==> config.mk <==
export PLATFORM = sky130hd
export DESIGN_NAME = tone_period_meter
export DESIGN_NICKNAME = d
export VERILOG_FILES = /design/src/rtl/tone_period_meter.sv
export SDC_FILE = /design/constraint.sdc
export NUM_CORES = 1
export LEC_CHECK = 0
export ABC_AREA = 1
export CAP_MARGIN = 20
export CORE_UTILIZATION = 30
export DETAILED_ROUTE_END_ITERATION = 10
export GPL_ROUTABILITY_DRIVEN = 0
export PLACE_DENSITY = 0.57
export SLEW_MARGIN = 40
export SYNTH_ARGS = -nofsm -noshare
export SYNTH_HDL_FRONTEND = slang
export SYNTH_SLANG_ARGS = --single-unit
export TNS_END_PERCENT = 5
==> constraint.sdc <==
create_clock -name clk_50MHz -period 4.5 [get_ports clk_50MHz]
set_input_delay 1.125 -clock clk_50MHz [delete_from_list [all_inputs] [get_ports clk_50MHz]]
set_output_delay 1.125 -clock clk_50MHz [all_outputs]
set_load 0.05 [all_outputs]
==> src/rtl/tone_period_meter.sv <==
// Square-wave tone meter: reports period and high time between accepted rising edges,
// plus silence detection and a window match against a reference note period.
module tone_period_meter #(
  parameter int CNT_W         = 26,
  parameter int MIN_PERIOD    = 1000,
  parameter int MAX_PERIOD    = 2_500_000,
  parameter int TARGET_PERIOD = 120002,
  parameter int TOLERANCE     = 600
) (
  input  logic             clk_50MHz,
  input  logic             reset_button_n,
  input  logic             tone_in,
  output logic [CNT_W-1:0] period_out,
  output logic [CNT_W-1:0] high_out,
  output logic             period_valid,
  output logic             tone_present,
  output logic             tone_match,
  output logic             glitch_err
);

  localparam logic [CNT_W-1:0] MIN_C = CNT_W'(MIN_PERIOD);
  localparam logic [CNT_W-1:0] MAX_C = CNT_W'(MAX_PERIOD);
  localparam logic [CNT_W-1:0] TGT_C = CNT_W'(TARGET_PERIOD);
  localparam logic [CNT_W-1:0] TOL_C = CNT_W'(TOLERANCE);

  typedef enum logic {IDLE, MEASURE} state_t;

  state_t           state_q, state_d;
  logic             s1_q, s2_q, s3_q;
  logic [CNT_W-1:0] ctr_q, ctr_d;
  logic [CNT_W-1:0] high_cap_q, high_cap_d;
  logic [CNT_W-1:0] period_q, period_d;
  logic [CNT_W-1:0] high_q, high_d;
  logic             pv_q, pv_d;
  logic             present_q, present_d;
  logic             match_q, match_d;
  logic             glitch_q, glitch_d;

  logic             rise, fall, accept, timeout;
  logic [CNT_W-1:0] diff;

  assign rise    = s2_q & ~s3_q;
  assign fall    = ~s2_q & s3_q;
  assign accept  = rise && (ctr_q >= MIN_C);
  assign timeout = (ctr_q == MAX_C);
  // Absolute distance from the target, ordered so the subtraction never wraps
  assign diff    = (ctr_q >= TGT_C) ? (ctr_q - TGT_C) : (TGT_C - ctr_q);

  always_ff @(posedge clk_50MHz or negedge reset_button_n) begin
    if (!reset_button_n) begin
      state_q    <= IDLE;
      s1_q       <= 1'b0;
      s2_q       <= 1'b0;
      s3_q       <= 1'b0;
      ctr_q      <= '0;
      high_cap_q <= '0;
      period_q   <= '0;
      high_q     <= '0;
      pv_q       <= 1'b0;
      present_q  <= 1'b0;
      match_q    <= 1'b0;
      glitch_q   <= 1'b0;
    end else begin
      state_q    <= state_d;
      s1_q       <= tone_in;
      s2_q       <= s1_q;
      s3_q       <= s2_q;
      ctr_q      <= ctr_d;
      high_cap_q <= high_cap_d;
      period_q   <= period_d;
      high_q     <= high_d;
      pv_q       <= pv_d;
      present_q  <= present_d;
      match_q    <= match_d;
      glitch_q   <= glitch_d;
    end
  end

  always_comb begin
    state_d = state_q;
    case (state_q)
      IDLE:    if (rise) state_d = MEASURE;
      MEASURE: if (!accept && timeout) state_d = IDLE;
      default: state_d = IDLE;
    endcase
  end

  always_comb begin
    ctr_d      = ctr_q;
    high_cap_d = high_cap_q;
    period_d   = period_q;
    high_d     = high_q;
    pv_d       = 1'b0;
    present_d  = present_q;
    match_d    = match_q;
    glitch_d   = 1'b0;
    case (state_q)
      IDLE: begin
        ctr_d = '0;
        if (rise) begin
          ctr_d      = CNT_W'(1);
          high_cap_d = '0;
        end
      end
      MEASURE: begin
        ctr_d = ctr_q + CNT_W'(1);
        if (fall) high_cap_d = ctr_q;
        if (accept) begin
          period_d   = ctr_q;
          high_d     = high_cap_q;
          pv_d       = 1'b1;
          present_d  = 1'b1;
          match_d    = (diff <= TOL_C);
          ctr_d      = CNT_W'(1);
          high_cap_d = '0;
        end else if (rise) begin
          glitch_d = 1'b1;
        end else if (timeout) begin
          // Silence: drop status, keep the last measured period visible
          present_d = 1'b0;
          match_d   = 1'b0;
          ctr_d     = '0;
        end
      end
      default: ctr_d = '0;
    endcase
  end

  assign period_out   = period_q;
  assign high_out     = high_q;
  assign period_valid = pv_q;
  assign tone_present = present_q;
  assign tone_match   = match_q;
  assign glitch_err   = glitch_q;

endmodule
==> results of run 1 <==
-- how the worst max path moves through the flow --
stage                        startpoint                   endpoint  slack, ns  cells past startpoint
detailed placement  ctr_q[10]$_DFF_PN0_   high_out[20]$_DFFE_PN0P_       1.50                      9
CTS                 ctr_q[10]$_DFF_PN0_   high_out[15]$_DFFE_PN0P_       1.48                      9
global placement    ctr_q[10]$_DFF_PN0_  high_cap_q[0]$_DFFE_PN0P_       1.56                     10
finish              ctr_q[10]$_DFF_PN0_  high_cap_q[0]$_DFFE_PN0P_       1.43                     10
floorplan            ctr_q[2]$_DFF_PN0_     tone_match$_DFFE_PN0P_       2.62                     15
global route        ctr_q[10]$_DFF_PN0_   high_out[24]$_DFFE_PN0P_       1.15                     10
-- routing by layer --
metal  up-vias  GRT usage  wire length [µm]
met4         0     0.0883               762
met3        46     0.0262               987
met2       211      0.276              8460
met5         -          0                 0
li1       2856          -                 -
met1      2761      0.240              8730
-- stage by stage --
stage	hold slack, ns	total power [W]	cell area (µm²)	setup WS, ns	utilization
2_1_floorplan	0.331	0.00153	6530	2.62	-
6_report	0.354	0.00242	7520	1.43	0.356
3_3_place_gp	0.338	0.00166	7240	1.56	0.342
3_5_place_dp	0.341	0.00167	7240	1.50	0.342
5_1_grt	0.371	0.00256	7520	1.15	0.356
4_1_cts	0.358	0.00245	7520	1.48	0.356
-- state kept, by name, summed over array words and instances (netlist names) --
register	count
ctr_q	26
period_out	26
s1_q	1
high_out	26
tone_match	1
tone_present	1
s2_q	1
high_cap_q	26
glitch_err	1
period_valid	1
s3_q	1
state_q	1
-- worst max-delay path, cell delays in order, from the launching register on --
cell	delay, ns
dfrtp_1	0.53
inv_1	0.41
nand2_1	0.19
nor3_1	0.20
nand3_1	0.16
nand2_2	0.15
nor2_4	0.05
inv_2	0.51
o211ai_4	0.44
nor2_1	0.20
a21oi_1	0.05
-- placed cells by master (no fill, tap or decap), types with 2 or more instances in the layout --
cell type	count
nand4_1	12
inv_1	84
and2_1	2
a21oi_1	19
inv_6	2
nand2_1	252
o21ai_1	14
o211ai_1	3
clkdlybuf4s50_1	57
inv_2	12
xor2_1	21
nor3_1	19
nor2_4	8
nor3_4	3
buf_4	4
a31o_2	2
nor2_2	7
nor2_1	77
clkbuf_16	9
dfrtp_1	112
ha_1	7
a211oi_1	5
nand3_1	56
nand2_2	14
nand3_4	2
o22ai_1	25
o21ai_0	56
-- cell usage after synthesis, types with 2 or more instances --
| master | number |
|---|---|
| nand2_1 | 252 |
| dfrtp_1 | 112 |
| inv_1 | 84 |
| nor2_1 | 77 |
| nand3_1 | 56 |
| o21ai_0 | 56 |
| o22ai_1 | 25 |
| xor2_1 | 21 |
| a21oi_1 | 19 |
| nor3_1 | 19 |
| nand2_2 | 14 |
| o21ai_1 | 14 |
| buf_2 | 12 |
| inv_2 | 12 |
| nand4_1 | 12 |
| buf_4 | 9 |
| buf_6 | 8 |
| nor2_4 | 8 |
| clkbuf_1 | 7 |
| ha_1 | 7 |
| nor2_2 | 7 |
| a211oi_1 | 5 |
| nor3_4 | 3 |
| o211ai_1 | 3 |
| a31o_2 | 2 |
| and2_1 | 2 |
| nand3_4 | 2 |
-- layout make-up --
cell class                 count  area [µm²]  area share
multi-input combinational    619        3120       0.415
sequential                   112        2800       0.373
timing repair buffer          62         612      0.0813
inverter                      97         367      0.0487
tap                          275         344      0.0457
clock buffer                  10         229      0.0304
clock inverter                 6        50.0     0.00665
-- power groups by stage --
| stage | clock network (W) | logic [W] | registers [W] |
|---|---|---|---|
| final | 0.000770 | 0.000517 | 0.00114 |
| after global routing | 0.000833 | 0.000583 | 0.00115 |
| after CTS | 0.000793 | 0.000516 | 0.00114 |
| after detailed placement | 0 | 0.000512 | 0.00116 |
| after global placement | 0 | 0.000509 | 0.00116 |
| after floorplan | 0 | 0.000416 | 0.00112 |
-- logic make-up (layout without fill, tap and decap cells) --
logic type | after synthesis | count (layout)
and+or+nand+nor | 461 | 461
DFF | 112 | 112
buffers and inverters | 133 | 175
adders and majority gates | 7 | 7
xor gates and xnor gates | 21 | 21
AOI/OAI and AO/OA | 130 | 130
==> impl_metrics.yaml, run 1 <==
clock_tree:
  cts_resized: 0
  cts_setup_buffers: 0
  hold_buffers: 0
  clk_pin_slew_ns: 0.08
  cts_tree: "built"
  htreeDepth: 3
  clock-sinks: 112
  numCtsBuffers: 9
  clock_latency_ns: 0.36
  max-clock-path-buffers: 2
  root_buffer: "clkbuf_16"
yosys:
  synth_area_leaders: "dfrtp_1 43%, nand2_1 14%, inv_1 4.8%"
  synth_xor_xnor_area_share: 0.0282
  synth_top_area_frac: 0.429
  avgSynthCellArea_um2: 7.56
  synth-edff-count: 0
  synthCells: 864
  seq_area_frac_synth: 0.429
  synthAdderAreaFrac: 0.0134
  syn_nets: 874
  synth_top_family_by_area: "simple AND/OR/NAND/NOR gates"
  ys_seq_elements: 112
  synth_compound_area_frac: 0.115
  netlist_area_um2: 6530
  muxShareOfSynthArea: 0
  yosysTopAreaCell: "dfrtp_1"
  yosys.area_share.simple: 0.321
  synth_cell_type_count: 43
  yosys_warnings: 0
  async_flop_share: 1.00
  synth_ff_type: "dfrtp_1"
grt:
  grt_antenna_before_repair: 0
  grt_pass1_wl_um: 30200
  grt_use_total: 0.178
  grt_max_degree: 73
  grt_pass1_vias: 5525
  grt_remaining_overflow: 0
timing:
  slew_viol_final: 0
  finalSetupViolations: 0
  hold_viol_final: 0
  max-slew-margin-rel: 0.466
  min_period_ns: 3.07
  tightestPinTransition_ns: 0.797
  fmax_mhz: 326
  final.setup.tns_ns: 0
  skew_ns: 0.00720
  period_share: 0.682
  rsz0062_at_grt: "false"
power_and_ir_drop:
  switching_share: 0.336
  cellLeakagePower_nw: 3.54
  internal-power_w: 0.00161
  powerDensity_nw_per_um2: 322
  power.switching_w: 0.000815
  p_comb_frac: 0.213
  ir_worst_vdd_mv: 0.175
  power_frac_seq: 0.469
  pwr-share-clk: 0.318
die:
  die_y_um: 150
  pin_count: 59
  core_area_um2: 21200
  start_util: 0.309
  die_area_um2: 22400
  rows: 53
  fp.dieW_um: 150
setup_path:
  reg2reg_depth: 10
  crit_arrival_ns: 3.29
  path_max_fanout: 47
  path_class: "register to register"
  r2r_end: "high_cap_q[0]$_DFFE_PN0P_"
  startpoint_type: "register"
  rrSetupSlack_ns: 1.43
  required_ns: 4.72
  r2r_start: "ctr_q[10]$_DFF_PN0_"
  end_kind: "register"
cells_and_area:
  final_cell_count_no_fill: 1181
  syn_to_final_growth_pct: 15.2
  antenna_cells: 0
  nFillCells: 2206
  drive_above_1_share: 0.0861
  layout.nets: 911
min_path:
  worstHoldStart: "s1_q$_DFF_PN0_"
  whs_path_depth: 0
  whs_endpoint: "s2_q$_DFF_PN0_"
  hold_class: "register to register"
place:
  hpwl_um: 14100
  io_buffer_count: 58
  placedCellCount: 1165
route:
  routed_wl_um: 18900
  vias: 5874
  first_pass_iters: 5
  initialDrtViolationCount: 545
  remaining_drc_errors: 0
  postRouteAntennaNets: 0
  routedWlPerCell_um: 16.0
  viasPerCell: 4.97
status:
  status: "complete, no violations"
job:
  drv_cap: 0
Note: power is estimated with default switching activity, not from simulation.
==> run 2, diff against run 1 <==
- PLACE_DENSITY: 0.57 -> 0.59
- clock period: 4.5 -> 2.6 ns (I/O delays scaled with it)
==> impl_metrics.yaml, run 2 (synthesis results as in run 1) <==
status:
  status: "complete, no violations"
setup_path:
  reg2reg_depth: 12
  path_delay_family: "simple AND/OR/NAND/NOR gates"
  path_max_fanout: 11
  path_class: "register to register"
  critical-path-max-stage-delay_ns: 0.52
  crit_arrival_ns: 2.70
  critPathBufInv: 0
  startpoint_type: "register"
  path_depth: 12
  crit_chain: "nor2_4 -> nand3_4 -> nand2_2 -> nand2_2 -> nand2_2 -> nand3_2 -> o211ai_1 -> a21oi_1 -> nand2_1 -> nand2_1 -> nand3_1 -> nand2_1"
  required_ns: 2.85
  end_kind: "register"
  rrSetupSlack_ns: 0.14
  critPathSlowestCell: "dfrtp_1"
clock_tree:
  root_buffer: "clkbuf_16"
  htreeDepth: 3
  clock_latency_ns: 0.36
  cts_tree: "built"
  numCtsBuffers: 9
  hold_buffers: 0
  clk_pin_slew_ns: 0.08
  clock-sinks: 112
  max-clock-path-buffers: 2
place:
  io_buffer_count: 58
  hpwl_um: 14500
  place_ws_ns: 0.0784
  placedCellCount: 1192
grt:
  grt_use_total: 0.178
  grt_pass1_vias: 5811
  grt_pass1_wl_um: 30700
  grt_max_degree: 55
  grt_antenna_before_repair: 0
  grt_remaining_overflow: 0
power_and_ir_drop:
  cellLeakagePower_nw: 3.72
  powerDensity_nw_per_um2: 547
  ir_worst_vdd_mv: 0.323
  power_w: 0.00428
timing:
  rsz0062_at_grt: "false"
  tightestPinTransition_ns: 0.830
  period_share: 0.944
  setup_slack_ns: 0.145
  max-slew-margin-rel: 0.444
  skew_ns: 0.0129
  fmax_mhz: 407
  min_period_ns: 2.46
  hold_ws_ns: 0.273
  final.setup.tns_ns: 0
  finalSetupViolations: 0
  slew_viol_final: 0
  hold_viol_final: 0
route:
  remaining_drc_errors: 0
  vias: 5985
  first_pass_iters: 5
  postRouteAntennaNets: 0
  viasPerCell: 4.94
  routed_wl_um: 19200
  initialDrtViolationCount: 302
  routedWlPerCell_um: 15.8
die:
  rows: 53
  die_y_um: 150
  start_util: 0.309
  fp.dieW_um: 150
  core_area_um2: 21200
  pin_count: 59
  die_area_um2: 22400
cells_and_area:
  nFillCells: 2245
  drive_above_1_share: 0.120
  layout.nets: 942
  mostFrequentLayoutCells: "251 x nand2_1, 111 x dfrtp_1, 84 x inv_1, 77 x nor2_1, 57 x clkdlybuf4s50_1"
  antenna_cells: 0
  syn_to_final_growth_pct: 19.9
  final_cell_count_no_fill: 1212
  layout_commonest_cell: "nand2_1"
job:
  drv_cap: 0
min_path:
  hold_class: "input pin to async pin"
## run 2: changes by cell type in the layout (fill, tap and decap cells not counted), sizes merged
cell      delta
buf         +30
clkinvlp     -1
inv          +1
nand3        +1
## run 2: final timing paths
| check | startpoint | end |
|---|---|---|
| worst max-delay path | ctr_q[3]$_DFF_PN0_ | tone_match$_DFFE_PN0P_ |
| worst max register to register | ctr_q[3]$_DFF_PN0_ | tone_match$_DFFE_PN0P_ |
| min in group clk_50MHz | s1_q$_DFF_PN0_ | s2_q$_DFF_PN0_ |
| max in group asynchronous | reset_button_n | period_out[24]$_DFFE_PN0P_ |
| worst min-delay path | reset_button_n | high_out[9]$_DFFE_PN0P_ |
| worst min register to register | s1_q$_DFF_PN0_ | s2_q$_DFF_PN0_ |
## run 2: per-layer routing
metal | part of all wire | GRT usage | vias to the layer above
li1 | - | - | 2923
met1 | 0.45 | 0.238 | 2825
met2 | 0.46 | 0.281 | 189
met3 | 0.054 | 0.0284 | 48
met4 | 0.038 | 0.0801 | 0
met5 | 0 | 0 | -
## run 2: metrics by stage
step | cell area (µm²) | utilization
2_1_floorplan | 6530 | -
3_3_place_gp | 7490 | 0.354
3_5_place_dp | 7490 | 0.354
4_1_cts | 7780 | 0.368
5_1_grt | 7830 | 0.370
6_report | 7830 | 0.370
## run 2: timing repair
item	4_1_cts	5_1_grt
setup endpoints to repair	0	2
gates resized for setup	0	7
buffers inserted	0	3
## run 2: final cells by class
cell class	count	area [µm²]	share of cell area
tap	275	344	0.0440
clock buffer	10	229	0.0292
inverter	97	372	0.0475
sequential	112	2800	0.358
multi-input combinational	620	3140	0.401
timing repair buffer	92	883	0.113
clock inverter	6	57.6	0.00735
## run 2: power by group
part | leakage (nW) | switching (W) | total, W | internal, W
logic | 2.05 | 0.000631 | 0.000938 | 0.000307
clock network | 0.141 | 0.000691 | 0.00137 | 0.000677
registers | 1.53 | 0.000142 | 0.00198 | 0.00184
total | 3.72 | 0.00146 | 0.00428 | 0.00282
